## config.mk

```make
export PLATFORM = sky130hd
export DESIGN_NAME = serial_word_assembler
export DESIGN_NICKNAME = d
export VERILOG_FILES = /design/src/rtl/serial_pkg.sv /design/src/rtl/uart_rx_byte.sv /design/src/rtl/serial_word_assembler.sv
export SDC_FILE = /design/constraint.sdc
export NUM_CORES = 1
export LEC_CHECK = 0
export BUFFER_PORTS_ARGS = -buffer_cell sky130_fd_sc_hd__buf_2
export CAP_MARGIN = 20
export CORE_ASPECT_RATIO = 1.4
export CORE_MARGIN = 10
export CORE_UTILIZATION = 58
export DETAILED_ROUTE_END_ITERATION = 8
export GPL_TIMING_DRIVEN = 0
export PLACE_DENSITY = 0.79
export SLEW_MARGIN = 20
export SYNTH_ARGS = -nofsm -noshare
export SYNTH_HDL_FRONTEND = slang
export SYNTH_HIERARCHICAL = 1
export SYNTH_SLANG_ARGS = --single-unit
```

## constraint.sdc

```tcl
create_clock -name i_Clk -period 2.3 [get_ports i_Clk]
set_input_delay 0.46 -clock i_Clk [delete_from_list [all_inputs] [get_ports i_Clk]]
set_output_delay 0.46 -clock i_Clk [all_outputs]
set_load 0.005 [all_outputs]
```

## src/rtl/serial_pkg.sv

```systemverilog
// serial_pkg: shared RX state encoding and default timing constants for the serial word assembler.
package serial_pkg;

   typedef enum logic [2:0] {
      S_IDLE   = 3'd0,
      S_START  = 3'd1,
      S_DATA   = 3'd2,
      S_PARITY = 3'd3,
      S_STOP   = 3'd4
   } rx_state_t;

   localparam int DEF_CLKS_PER_BIT = 434;
   localparam int DEF_TIMEOUT_CLKS = 17360;
   localparam int BYTE_IDX_W       = 2;

endpackage

```

## src/rtl/uart_rx_byte.sv

```systemverilog
// uart_rx_byte: synchronised UART byte receiver; 8N1 by default, even parity when SERIAL_PARITY_EN is defined.
module uart_rx_byte
   import serial_pkg::*;
#(
   parameter int CLKS_PER_BIT = DEF_CLKS_PER_BIT
)(
   input  logic       i_Clk,
   input  logic       i_Rstn,
   input  logic       i_rx,
   output logic [7:0] o_byte,
   output logic       o_byte_valid,
   output logic       o_frame_err,
   output rx_state_t  o_state
);

   localparam int CW = $clog2(CLKS_PER_BIT);
`ifdef SERIAL_PARITY_EN
   localparam rx_state_t AFTER_DATA = S_PARITY;
`else
   localparam rx_state_t AFTER_DATA = S_STOP;
`endif

   logic          r_rx_m, r_rx_s, r_rx_prev;
   logic [CW-1:0] r_cnt;
   logic [2:0]    r_bit;
   logic [7:0]    r_shift;
   logic          r_par_bad;
   rx_state_t     r_state;
   logic          w_full, w_half;

   always_comb begin
      w_full = r_cnt == CW'(CLKS_PER_BIT - 1);
      w_half = r_cnt == CW'(CLKS_PER_BIT / 2 - 1);
   end

   always_ff @(posedge i_Clk)
      if (!i_Rstn) begin
         r_rx_m       <= 1'b1;
         r_rx_s       <= 1'b1;
         r_rx_prev    <= 1'b1;
         r_cnt        <= '0;
         r_bit        <= '0;
         r_shift      <= '0;
         r_par_bad    <= 1'b0;
         r_state      <= S_IDLE;
         o_byte       <= '0;
         o_byte_valid <= 1'b0;
         o_frame_err  <= 1'b0;
      end else begin
         r_rx_m       <= i_rx;
         r_rx_s       <= r_rx_m;
         r_rx_prev    <= r_rx_s;
         o_byte_valid <= 1'b0;
         o_frame_err  <= 1'b0;
         case (r_state)
            S_IDLE: begin
               r_cnt     <= '0;
               r_bit     <= '0;
               r_par_bad <= 1'b0;
               if (r_rx_prev && !r_rx_s) r_state <= S_START;
            end
            S_START:
               if (w_half) begin
                  r_cnt   <= '0;
                  r_state <= r_rx_s ? S_IDLE : S_DATA;
               end else r_cnt <= r_cnt + 1'b1;
            S_DATA:
               if (w_full) begin
                  r_cnt   <= '0;
                  r_shift <= {r_rx_s, r_shift[7:1]};
                  r_bit   <= r_bit + 1'b1;
                  if (r_bit == 3'd7) r_state <= AFTER_DATA;
               end else r_cnt <= r_cnt + 1'b1;
`ifdef SERIAL_PARITY_EN
            S_PARITY:
               if (w_full) begin
                  r_cnt     <= '0;
                  r_par_bad <= ^{r_shift, r_rx_s};
                  r_state   <= S_STOP;
               end else r_cnt <= r_cnt + 1'b1;
`endif
            S_STOP:
               if (w_full) begin
                  r_cnt   <= '0;
                  r_state <= S_IDLE;
                  if (r_rx_s && !r_par_bad) begin
                     o_byte       <= r_shift;
                     o_byte_valid <= 1'b1;
                  end else o_frame_err <= 1'b1;
               end else r_cnt <= r_cnt + 1'b1;
            default: r_state <= S_IDLE;
         endcase
      end

   assign o_state = r_state;

endmodule

```

## src/rtl/serial_word_assembler.sv

```systemverilog
// serial_word_assembler: packs four UART bytes into a 32-bit word with busy gating, timeout and sticky error flags.
// Optional even parity checking is enabled by defining SERIAL_PARITY_EN.
module serial_word_assembler
   import serial_pkg::*;
#(
   parameter int CLKS_PER_BIT = DEF_CLKS_PER_BIT,
   parameter int TIMEOUT_CLKS = DEF_TIMEOUT_CLKS
)(
   input  logic        i_Clk,
   input  logic        i_Rstn,
   input  logic        i_rx,
   input  logic        i_proc_busy,
   input  logic        i_clr_err,
   output logic [31:0] o_word,
   output logic        o_number_ready,
   output logic [7:0]  o_word_count,
   output logic        o_frame_err,
   output logic        o_timeout,
   output logic        o_overrun,
   output logic [2:0]  dbg_rx_state
);

   localparam int TW = $clog2(TIMEOUT_CLKS);

   logic [7:0]            w_byte;
   logic                  w_byte_valid, w_frame_err;
   rx_state_t             w_state;
   logic [BYTE_IDX_W-1:0] r_k;
   logic [23:0]           r_staging;
   logic [TW-1:0]         r_to_cnt;
   logic [31:0]           r_word;
   logic [7:0]            r_cnt;
   logic                  r_ready, r_ferr, r_to, r_ovr;
   logic                  w_last, w_emit, w_ovr_set, w_to_hit;

   uart_rx_byte #(.CLKS_PER_BIT(CLKS_PER_BIT)) u_rx (
      .i_Clk        (i_Clk),
      .i_Rstn       (i_Rstn),
      .i_rx         (i_rx),
      .o_byte       (w_byte),
      .o_byte_valid (w_byte_valid),
      .o_frame_err  (w_frame_err),
      .o_state      (w_state)
   );

   // acceptance beats timeout expiry on the same cycle
   always_comb begin
      w_last    = w_byte_valid && (&r_k);
      w_emit    = w_last && !i_proc_busy;
      w_ovr_set = w_last && i_proc_busy;
      w_to_hit  = (r_k != '0) && (w_state == S_IDLE) && !w_byte_valid && !w_frame_err &&
                  (r_to_cnt == TW'(TIMEOUT_CLKS - 1));
   end

   always_ff @(posedge i_Clk)
      if (!i_Rstn) begin
         r_k       <= '0;
         r_staging <= '0;
         r_to_cnt  <= '0;
         r_word    <= '0;
         r_cnt     <= '0;
         r_ready   <= 1'b0;
         r_ferr    <= 1'b0;
         r_to      <= 1'b0;
         r_ovr     <= 1'b0;
      end else begin
         r_ready  <= w_emit;
         r_ferr   <= w_frame_err | (r_ferr & ~i_clr_err);
         r_to     <= w_to_hit | (r_to & ~i_clr_err);
         r_ovr    <= w_ovr_set | (r_ovr & ~i_clr_err);
         r_to_cnt <= (w_byte_valid || r_k == '0 || w_to_hit) ? '0 :
                     (w_state == S_IDLE) ? r_to_cnt + 1'b1 : r_to_cnt;
         if (w_emit) begin
            r_word <= {w_byte, r_staging};
            r_cnt  <= r_cnt + 1'b1;
         end
         if (w_frame_err || w_to_hit || w_last) begin
            r_k       <= '0;
            r_staging <= '0;
         end else if (w_byte_valid) begin
            r_staging[8*r_k +: 8] <= w_byte;
            r_k                   <= r_k + 1'b1;
         end
      end

   assign o_word         = r_word;
   assign o_number_ready = r_ready;
   assign o_word_count   = r_cnt;
   assign o_frame_err    = r_ferr;
   assign o_timeout      = r_to;
   assign o_overrun      = r_ovr;
   assign dbg_rx_state   = w_state;

endmodule

```

==> results of run 1 <==
==> per-stage QoR <==
stage	util, %	setup WS [ns]	power [mW]
after CTS	70.48	0.04706	4.520
final	71.35	0.1425	4.499
after global routing	71.35	-0.01299	4.625
after global placement	63.95	0.09622	2.221
after floorplan	-	0.3468	2.199
after detailed placement	63.95	0.01737	2.224
==> critical path, stage by stage, from the launching register on <==
cell     delay [ns]
dfxtp_1        0.34
inv_1          0.08
ha_1           0.14
or4b_1         0.42
or3_1          0.37
a32o_2         0.30
buf_6          0.14
a22oi_1        0.17
nor2_1         0.07
==> worst max path at each step <==
stage,endpoint,startpoint,slack (ns),cells past startpoint
2_1_floorplan,u_rx/r_cnt[1],u_rx/r_cnt[0],0.35,8
5_1_grt,r_to_cnt[11],r_k[0],-0.01,7
6_report,u_rx/r_cnt[1],u_rx/r_cnt[0],0.14,8
3_3_place_gp,r_to_cnt[9],r_k[0],0.1,7
4_1_cts,u_rx/o_byte[6],u_rx/r_cnt[1],0.05,7
3_5_place_dp,r_to_cnt[6],r_k[0],0.02,7
==> power groups by stage <==
| stage | clock [mW] | sequential (mW) | combinational [mW] |
|---|---|---|---|
| after global placement | 0 | 2.15 | 0.0708 |
| after detailed placement | 0 | 2.15 | 0.0729 |
| after floorplan | 0 | 2.15 | 0.0494 |
| after global routing | 2.44 | 2.11 | 0.0826 |
| final | 2.32 | 2.11 | 0.0746 |
| after CTS | 2.34 | 2.11 | 0.0739 |
==> layout make-up <==
class | count | area, um2
Fill cell | 642 | 2321
Timing Repair Buffer | 55 | 297.8
Clock inverter | 3 | 15.01
Clock buffer | 27 | 503.0
Inverter | 10 | 37.54
Tap cell | 102 | 127.6
Buffer | 26 | 117.6
Multi-Input combinational cell | 400 | 2257
Sequential cell | 121 | 2424
==> placed cells by master (no fill, tap or decap), types with 2 or more instances in the layout <==
master / Yosys / layout
or4b_1: 2 / 2
mux2i_1: 8 / 8
inv_1: 8 / 8
clkbuf_8: 0 / 4
buf_4: 0 / 3
and3_1: 4 / 4
clkinv_1: 2 / 2
o21ai_0: 8 / 8
ha_1: 11 / 11
clkinv_2: 0 / 3
nand2b_1: 7 / 7
a22oi_1: 26 / 26
clkbuf_16: 0 / 17
buf_6: 2 / 2
buf_2: 3 / 54
nand2_1: 110 / 110
nor3_2: 1 / 3
nand3_1: 10 / 10
and2_0: 2 / 2
nor3_1: 12 / 10
xnor2_1: 18 / 18
or3_1: 4 / 4
nand4b_1: 3 / 3
dfxtp_1: 121 / 120
nor2_1: 69 / 69
nor4_1: 10 / 9
nand3b_1: 3 / 3
nand4_1: 9 / 9
xor2_1: 5 / 5
clkbuf_1: 20 / 25
a21oi_1: 53 / 53
o21a_1: 3 / 3
a31oi_1: 3 / 3
==> sequential cells by signal, indices dropped and copies added, names as in the netlist, 8 cells and up <==
register,flops
r_staging,24
r_to_cnt,15
u_rx/r_cnt,9
u_rx/r_shift,8
o_word_count,8
o_word,32
u_rx/o_byte,8
==> layer usage <==
metal	GRT usage (%)	vias up
li1	-	2065
met4	8.529	0
met3	5.556	30
met2	31.31	99
met5	0	-
met1	18.72	1942
==> cells by family after synthesis <==
family                   synth area share (%)
AND/OR/NAND/NOR                         24.70
AO/OA/AOI/OAI                           12.42
adder cells (fa/ha/maj)                 3.078
XOR/XNOR                                4.199
flip-flops                              50.50
buffers and inverters                   3.208
multiplexers                            1.904
==> repair_timing <==
action                                  CTS  global route
cloned                                    0             0
gates resized for setup                   3             5
endpoints found under the setup margin   18            33
buffers inserted                          0             4
pin swaps                                 0             2
==> run metrics, run 1 <==
outcome completed; Syn Std Cell Area 4797 um2; Syn-to-layout area delta 20.47%; placed insts 710; top cell type's share of synthesized area 50.50%; MaxCap Viol Count 0; Clock Latency Late Sink 0.41 ns; leak pwr 2.099 nW; share of layout cells above drive strength 1 15.26%; Pwr per Cell Area 778.5 nW/um2; Synth area leader dfxtp_1; worst-case clock buffer depth 2; Syn Inst Count 557; Fin Setup TNS 0 ns; most common cell in the netlist dfxtp_1; fin cells 744; Sink Count 121; final instance area 5779 um2; met1 WL 4507 um; P_sw 0.9034 mW; initial antenna violation count 0; vias 4,136; type of the worst min-delay path input pin to flop; sequential area share after synthesis 50.50%; Slew @ Worst Pin 0.5758 ns; TritonCTS Buffers 17; area of the core 8100 um2; met3 wire len 483 um; root buf cell clkbuf_16; Int Power 3.596 mW; Starting Density 59.22%; diode count 0; hold_buf cts 0; switching share of power 20.08%; number of synthesized register bits 121; reg2reg end u_rx/r_cnt[1]; vias per inst 5.559; first-pass GRT wire length 18,500 um; DR DRC count 0; Die X 96.86 um; WL/cell 14.88 um; Slew Viols, Final 0; Max Freq 0.4635 GHz; drt first-iter violations 220; worst vdd rail ir drop 0.6170 mV; most area-consuming cells after synthesis dfxtp_1, nand2_1, a21oi_1; worst clock skew 0.01279 ns; Reg2Reg Depth 8; crit share post-route 93.80%; GRT Overall Usage 17.73%; reg2reg start u_rx/r_cnt[0]; Post-synth top cells dfxtp_1, nand2_1, nor2_1; Hold Crit Depth 2; sequential power share 46.9%; Synth Warn # 6; WP data required 2.58 ns; vias in the first global route 4,013; Syn Nets 573; Hold Crit Endpoint u_rx/r_rx_m; clock group share of total power 51.5%; Rows 39; Top Ports 52; CTS tree yes; Post-synth EDFFs 0; WL final 11,070 um; Yosys cell types 48; H-tree depth 4; Final setup viols 0; chip height 127.6 um; Hold Vio Cnt, Final 0; hold slack 0.2276 ns; CP Launch Type flop; Rel. slew slack 61.30%; post-DP HPWL 7783 um; Highest Signal Layer met4; min-delay src i_rx; Worst Setup Path Type flop to flop; Synth async-reset ratio 0%; Worst Path Max Fanout 10; R2R setup slack 0.14 ns; Tmin final 2.157 ns; routability cong. 0.8290; power share of the combinational group 1.7%; pin count of the biggest net entering global routing 17; met2 WL post-DR 5756 um; data arrival time of the worst path 2.44 ns; grt total ovfl 0; die area 12,360 um2; Synth Flop Type dfxtp_1; Post-Syn Area per Cell 8.612 um2; drt pass-1 iters 5; Worst-path clk slew 0.05 ns; Port Buffers 51; Critical Path Sink Type flop; remaining antenna violation count 0; placed cell area 5180 um2; Final nets 647
(Power assumes the default switching activity.)
==> inputs of run 2 (changes only) <==
--- a/config.mk
+++ b/config.mk
@@ -9,10 +9,11 @@
 export CAP_MARGIN = 20
 export CORE_ASPECT_RATIO = 1.4
 export CORE_MARGIN = 10
-export CORE_UTILIZATION = 58
+export CORE_UTILIZATION = 59
+export CTS_BUF_LIST = sky130_fd_sc_hd__clkbuf_8
 export DETAILED_ROUTE_END_ITERATION = 8
 export GPL_TIMING_DRIVEN = 0
-export PLACE_DENSITY = 0.79
+export PLACE_DENSITY = 0.8
 export SLEW_MARGIN = 20
 export SYNTH_ARGS = -nofsm -noshare
 export SYNTH_HDL_FRONTEND = slang
==> run metrics, run 2 (synthesis gave the netlist of run 1 again) <==
Final nets 645 (was 647); Max Freq 0.4519 GHz (was 0.4635 GHz); Slew @ Worst Pin 0.8593 ns (was 0.5758 ns); pin count of the biggest net entering global routing 17 (unchanged); area of the core 7845 um2 (was 8100 um2); die area 12,190 um2 (was 12,360 um2); Pwr per Cell Area 759.3 nW/um2 (was 778.5 nW/um2); hold_buf cts 0 (unchanged); FF+latch area 2422 um2 (was 2424 um2); post-DP HPWL 7784 um (was 7783 um); chip height 126.7 um (was 127.6 um); sequential power share 48.9% (was 46.9%); vias per inst 5.551 (was 5.559); worst-case clock buffer depth 2 (unchanged); type of the worst min-delay path input pin to flop (unchanged); placed insts 708 (was 710); power share of the combinational group 1.7% (about the same); Die X 96.21 um (was 96.86 um); Starting Density 61.15% (was 59.22%); Critical Path Sink Type flop (unchanged); vias 4,119 (was 4,136); Final setup viols 0 (unchanged); clock group share of total power 49.4% (was 51.5%); CP Launch Type flop (unchanged); Tmin final 2.213 ns (was 2.157 ns); Port Buffers 51 (unchanged); root buf cell clkbuf_8 (was clkbuf_16); vias in the first global route 3,968 (was 4,013); remaining antenna violation count 0 (unchanged); WL/cell 14.75 um (was 14.88 um); Worst Path Max Fanout 8 (was 10); P_sw 0.8400 mW (was 0.9034 mW); WL final 10,950 um (was 11,070 um); CTS tree yes (unchanged); TritonCTS Buffers 17 (unchanged); Worst-path clk slew 0.07 ns (was 0.05 ns); share of layout cells above drive strength 1 15.58% (was 15.26%); fin cells 742 (was 744); Syn-to-layout area delta 18.15% (was 20.47%); outcome completed (unchanged); routability cong. 0.7947 (was 0.8290); MaxCap Viol Count 0 (unchanged); most frequent cells in the layout dfxtp_1, nand2_1, nor2_1 (unchanged); Clock Latency Late Sink 0.43 ns (was 0.41 ns); Top Ports 52 (unchanged); switching share of power 19.52% (was 20.08%); fillcell total 608 (was 642); first-pass GRT wire length 18,120 um (was 18,500 um); data arrival time of the worst path 2.57 ns (was 2.44 ns); worst vdd rail ir drop 0.5838 mV (was 0.6170 mV); crit share post-route 96.21% (was 93.80%); Rows 38 (was 39); area of the multi-input gates 2236 um2 (was 2257 um2); Hold Vio Cnt, Final 0 (unchanged); Int Power 3.463 mW (was 3.596 mW); leak pwr 2.067 nW (was 2.099 nW); Sink Count 121 (unchanged); drt pass-1 iters 5 (unchanged); Final Power 4.303 mW (was 4.499 mW); unrepaired setup endpoints after global routing true; drt first-iter violations 145 (was 220); final instance area 5668 um2 (was 5779 um2); placed cell area 5177 um2 (was 5180 um2); Crit path largest cell delay 0.75 ns (was 0.42 ns); H-tree depth 4 (unchanged); max reg flops 32 (unchanged); GRT Overall Usage 18.45% (was 17.73%); WP data required 2.66 ns (was 2.58 ns); DR DRC count 0 (unchanged); Worst Setup Path Type flop to flop (unchanged); commonest non-fill, non-tap cell in the layout dfxtp_1 (unchanged); grt total ovfl 0 (unchanged); critical path's slowest cell nor4b_2 (was or4b_1); diode count 0 (unchanged); worst clock skew 0.007943 ns (was 0.01279 ns); critical path, cell by cell inv_1, ha_1, nand2_1, nor4b_2, a22oi_1, nor2_1 (was inv_1, ha_1, or4b_1, or3_1, a32o_2, buf_6, a22oi_1, nor2_1); initial antenna violation count 0 (unchanged); Rel. slew slack 42.27% (was 61.30%); Slew Viols, Final 0 (unchanged)
run 2: cell count changes in the layout (fill, tap and decap cells not counted), sizes merged:
cell	previous run	this run
inv	8	10
bufinv	0	4
clkbuf	47	43
buf	61	59
run 2: layer usage:
layer  global-route usage [%]  vias up  part of all wire [%]  routed length, um
li1                         -     2060                     -                  -
met1                    19.44     1932                    39               4305
met2                    32.04      105                    52               5719
met3                    5.962       22                   5.7                624
met4                    8.355        0                   2.7                296
met5                        0        -                     0                  0
run 2: layout make-up:
cell class | count | share of cell area, %
clock buffer | 23 | 5.585
sequential | 121 | 42.74
tap | 100 | 2.208
clock inverter | 9 | 2.517
inverter | 10 | 0.6623
timing repair buffer | 53 | 4.768
multi-input combinational | 400 | 39.45
buffer | 26 | 2.075
run 2: timing repair:
item | in CTS | in global routing
setup buffers | 0 | 2
endpoints found under the setup margin | 1 | 35
resized for setup | 1 | 4
pin swaps | 0 | 2
run 2: worst max-delay path: cells and delay by family, from the launching register on:
family | cells | cell delay, ns
and+or+nand+nor | 3 | 1.00
adders and majority gates | 1 | 0.32
DFF | 1 | 0.49
AOI/OAI and AO/OA | 1 | 0.22
buffers and inverters | 1 | 0.11
run 2: power groups by stage:
stage          clock (mW)  combinational (mW)  sequential, mW
2_1_floorplan           0              0.0494            2.15
3_3_place_gp            0              0.0705            2.15
3_5_place_dp            0              0.0725            2.15
4_1_cts              2.15              0.0731            2.10
5_1_grt              2.24              0.0835            2.10
6_report             2.13              0.0737            2.10
run 2: worst paths after layout:
check | from | endpoint | slack, ns | cells past startpoint
setup / recovery | r_k[0] | r_staging[23] | 0.09 | 6
hold / removal | i_rx | u_rx/r_rx_m | 0.21 | 2
setup reg to reg | r_k[0] | r_staging[23] | 0.09 | 6
hold reg to reg | u_rx/r_rx_m | u_rx/r_rx_s | 0.42 | 1
run 2: stage by stage:
step	util, %	setup WS [ns]	hold slack, ns	setup TNS (ns)
after floorplan	-	0.3468	0.3863	0
after global placement	66.00	0.09147	0.3912	0
after detailed placement	66.00	0.01840	0.4111	0
after CTS	71.93	0.008214	0.1905	0
after global routing	72.25	-0.04086	0.1897	-0.1827
final	72.25	0.08720	0.2128	0
==> inputs of run 3 (changes only) <==
--- a/config.mk
+++ b/config.mk
@@ -7,13 +7,16 @@
 export LEC_CHECK = 0
 export BUFFER_PORTS_ARGS = -buffer_cell sky130_fd_sc_hd__buf_2
 export CAP_MARGIN = 20
+export CELL_PAD_IN_SITES_DETAIL_PLACEMENT = 1
+export CELL_PAD_IN_SITES_GLOBAL_PLACEMENT = 2
 export CORE_ASPECT_RATIO = 1.4
 export CORE_MARGIN = 10
-export CORE_UTILIZATION = 59
+export CORE_UTILIZATION = 37
 export CTS_BUF_LIST = sky130_fd_sc_hd__clkbuf_8
 export DETAILED_ROUTE_END_ITERATION = 8
 export GPL_TIMING_DRIVEN = 0
-export PLACE_DENSITY = 0.8
+export MAX_ROUTING_LAYER = met4
+export PLACE_DENSITY_LB_ADDON = 0.1
 export SLEW_MARGIN = 20
 export SYNTH_ARGS = -nofsm -noshare
 export SYNTH_HDL_FRONTEND = slang
==> constraint.sdc (replaced) <==
create_clock -name i_Clk -period 2.3 [get_ports i_Clk]
set_input_delay 0.46 -clock i_Clk [delete_from_list [all_inputs] [get_ports i_Clk]]
set_output_delay 0.46 -clock i_Clk [all_outputs]
set_load 0.02 [all_outputs]
==> run metrics, run 3 (synthesis gave the netlist of run 1 again) <==
most frequent cells in the layout dfxtp_1, nand2_1, nor2_1 (unchanged); chip height 154.7 um (was 126.7 um); Top Ports 52 (unchanged); min-delay src i_rx (unchanged); Worst Setup Path Type flop to flop (unchanged); reg2reg start u_rx/r_cnt[1] (was r_k[0]); vias 4,120 (was 4,119); Worst Path Max Fanout 8 (unchanged); Rel. slew slack 42.37% (was 42.27%); share of layout cells above drive strength 1 16.49% (was 15.58%); area of the core 12,750 um2 (was 7845 um2); grt total ovfl 0 (unchanged); critical path's slowest cell or4_4 (was nor4b_2); vias in the first global route 4,144 (was 3,968); Hold Crit Endpoint u_rx/r_rx_m (unchanged); fillcell total 1,543 (was 608); Reg2Reg Depth 7 (was 6); routability cong. 0.7758 (was 0.7947); Fin Setup TNS 0 ns (unchanged); Int Power 3.369 mW (was 3.463 mW); crit share post-route 93.17% (was 96.21%); Hold Crit Depth 2 (unchanged); met2 WL post-DR 6756 um (was 5719 um); die area 17,980 um2 (was 12,190 um2); commonest non-fill, non-tap cell in the layout dfxtp_1 (unchanged); Port Buffers 51 (unchanged); R2R setup slack 0.16 ns (was 0.09 ns); vias per inst 5.169 (was 5.551); CP Launch Type flop (unchanged); Final setup viols 0 (unchanged); Syn-to-layout area delta 20.03% (was 18.15%); WL/cell 15.94 um (was 14.75 um); Slew @ Worst Pin 0.8622 ns (was 0.8593 ns); Slew Viols, Final 0 (unchanged); pin count of the biggest net entering global routing 17 (unchanged); root buf cell clkbuf_8 (unchanged); GRT Overall Usage 14.96% (was 18.45%); Starting Density 37.62% (was 61.15%); CP top delay family simple AND/OR/NAND/NOR gates (unchanged); Crit path largest cell delay 0.49 ns (was 0.75 ns); DR DRC count 0 (unchanged); P_sw 0.9548 mW (was 0.8400 mW); hold_buf cts 0 (unchanged); drt pass-1 iters 4 (was 5); met1 WL 5378 um (was 4305 um); WL final 12,700 um (was 10,950 um); CTS tree yes (unchanged); power share of the combinational group 1.9% (was 1.7%); WP data required 2.60 ns (was 2.66 ns); MaxCap Viol Count 0 (unchanged); leak pwr 2.057 nW (was 2.067 nW); Highest Signal Layer met4 (unchanged); Worst Path Buf+Inv 1 (unchanged); drt first-iter violations 110 (was 145); Rows 49 (was 38); Tmin final 2.143 ns (was 2.213 ns); Hold Vio Cnt, Final 0 (unchanged); Pwr per Cell Area 750.9 nW/um2 (was 759.3 nW/um2); Final nets 646 (was 645); Max Freq 0.4667 GHz (was 0.4519 GHz); Clock Latency Late Sink 0.43 ns (about the same); H-tree depth 4 (unchanged); data arrival time of the worst path 2.44 ns (was 2.57 ns); first-pass GRT wire length 21,030 um (was 18,120 um); sequential power share 48.6% (was 48.9%); Sink Count 121 (unchanged); worst vdd rail ir drop 0.4049 mV (was 0.5838 mV); switching share of power 22.08% (was 19.52%); Worst-path clk slew 0.07 ns (about the same); met3 wire len 351 um (was 624 um); reg2reg end u_rx/o_byte[6] (was r_staging[23]); Critical Path Sink Type flop (unchanged); TritonCTS Buffers 17 (unchanged); Die X 116.2 um (was 96.21 um); worst-case clock buffer depth 2 (unchanged); type of the worst min-delay path input pin to flop (unchanged); worst clock skew 0.01061 ns (was 0.007943 ns); remaining antenna violation count 0 (unchanged); critical path, cell by cell inv_1, ha_1, nand4b_1, or4_4, nor3_4, mux2i_1, nor2_1 (was inv_1, ha_1, nand2_1, nor4b_2, a22oi_1, nor2_1); clock group share of total power 49.5% (was 49.4%); fin util 45.15% (was 72.25%); Worst path depth 7 (was 6); outcome completed (unchanged); initial antenna violation count 1 (was 0); unrepaired setup endpoints after global routing false (was true); max reg flops 32 (unchanged); post-DP HPWL 9425 um (was 7784 um)
## run 3: cell count changes in the layout (fill, tap and decap cells not counted), moves of 2 or more
cell	delta
inv_1	-2
clkinvlp_4	+2
clkinv_2	-2
clkinv_4	+5
clkbuf_8	-4
## run 3: final cells by class
cell class | count | area, um2 | share of cell area, %
antenna | 1 | 2.502 | 0.04346
buffer | 26 | 117.6 | 2.043
clock buffer | 19 | 261.5 | 4.542
clock inverter | 13 | 192.7 | 3.346
inverter | 10 | 37.54 | 0.6519
multi-input combinational | 400 | 2253 | 39.14
sequential | 121 | 2424 | 42.09
tap | 153 | 191.4 | 3.325
timing repair buffer | 54 | 277.8 | 4.824
## run 3: timing repair
| action | CTS | global route |
|---|---|---|
| buffers inserted | 0 | 3 |
| gates resized for setup | 3 | 5 |
| endpoints found under the setup margin | 38 | 39 |
| pin swaps | 0 | 3 |
## run 3: power groups by stage
| stage | combinational [mW] | clock [mW] | sequential, mW |
|---|---|---|---|
| after global routing | 0.0908 | 2.30 | 2.10 |
| after CTS | 0.0795 | 2.20 | 2.10 |
| after detailed placement | 0.0787 | 0 | 2.15 |
| after global placement | 0.0773 | 0 | 2.15 |
| after floorplan | 0.0494 | 0 | 2.15 |
| final | 0.0803 | 2.14 | 2.10 |
## run 3: how the worst max path moves through the flow
| stage | start | endpoint | slack, ns |
|---|---|---|---|
| final | u_rx/r_cnt[1] | u_rx/o_byte[6] | 0.16 |
| after global placement | r_k[0] | r_to_cnt[8] | -0.1 |
| after global routing | u_rx/o_byte_valid | o_word[30] | 0.02 |
| after floorplan | u_rx/r_cnt[0] | u_rx/r_cnt[1] | 0.35 |
| after detailed placement | r_k[0] | r_staging[14] | -0.13 |
| after CTS | r_k[0] | r_to_cnt[12] | -0.02 |
## run 3: layer usage
metal / track usage (%) / vias to the layer above
met5: - / -
met2: 25.88 / 62
met3: 3.291 / 18
met1: 16.08 / 1979
met4: 5.918 / 0
li1: - / 2061
## run 3: worst register-to-register path: stages (launching register included)
cell	delay [ns]
dfxtp_1	0.35
inv_1	0.09
ha_1	0.18
nand4b_1	0.15
or4_4	0.49
nor3_4	0.44
mux2i_1	0.25
nor2_1	0.06
## run 3: stage by stage
step,setup WS (ns),instances,power (mW),hold slack (ns),area (um2)
6_report,0.1571,797,4.324,0.2197,5758
3_3_place_gp,-0.09761,761,2.228,0.3892,5244
3_5_place_dp,-0.1321,761,2.230,0.3972,5244
5_1_grt,0.02099,797,4.492,0.1988,5758
4_1_cts,-0.02427,793,4.382,0.2002,5709
2_1_floorplan,0.3469,557,2.200,0.3863,4797
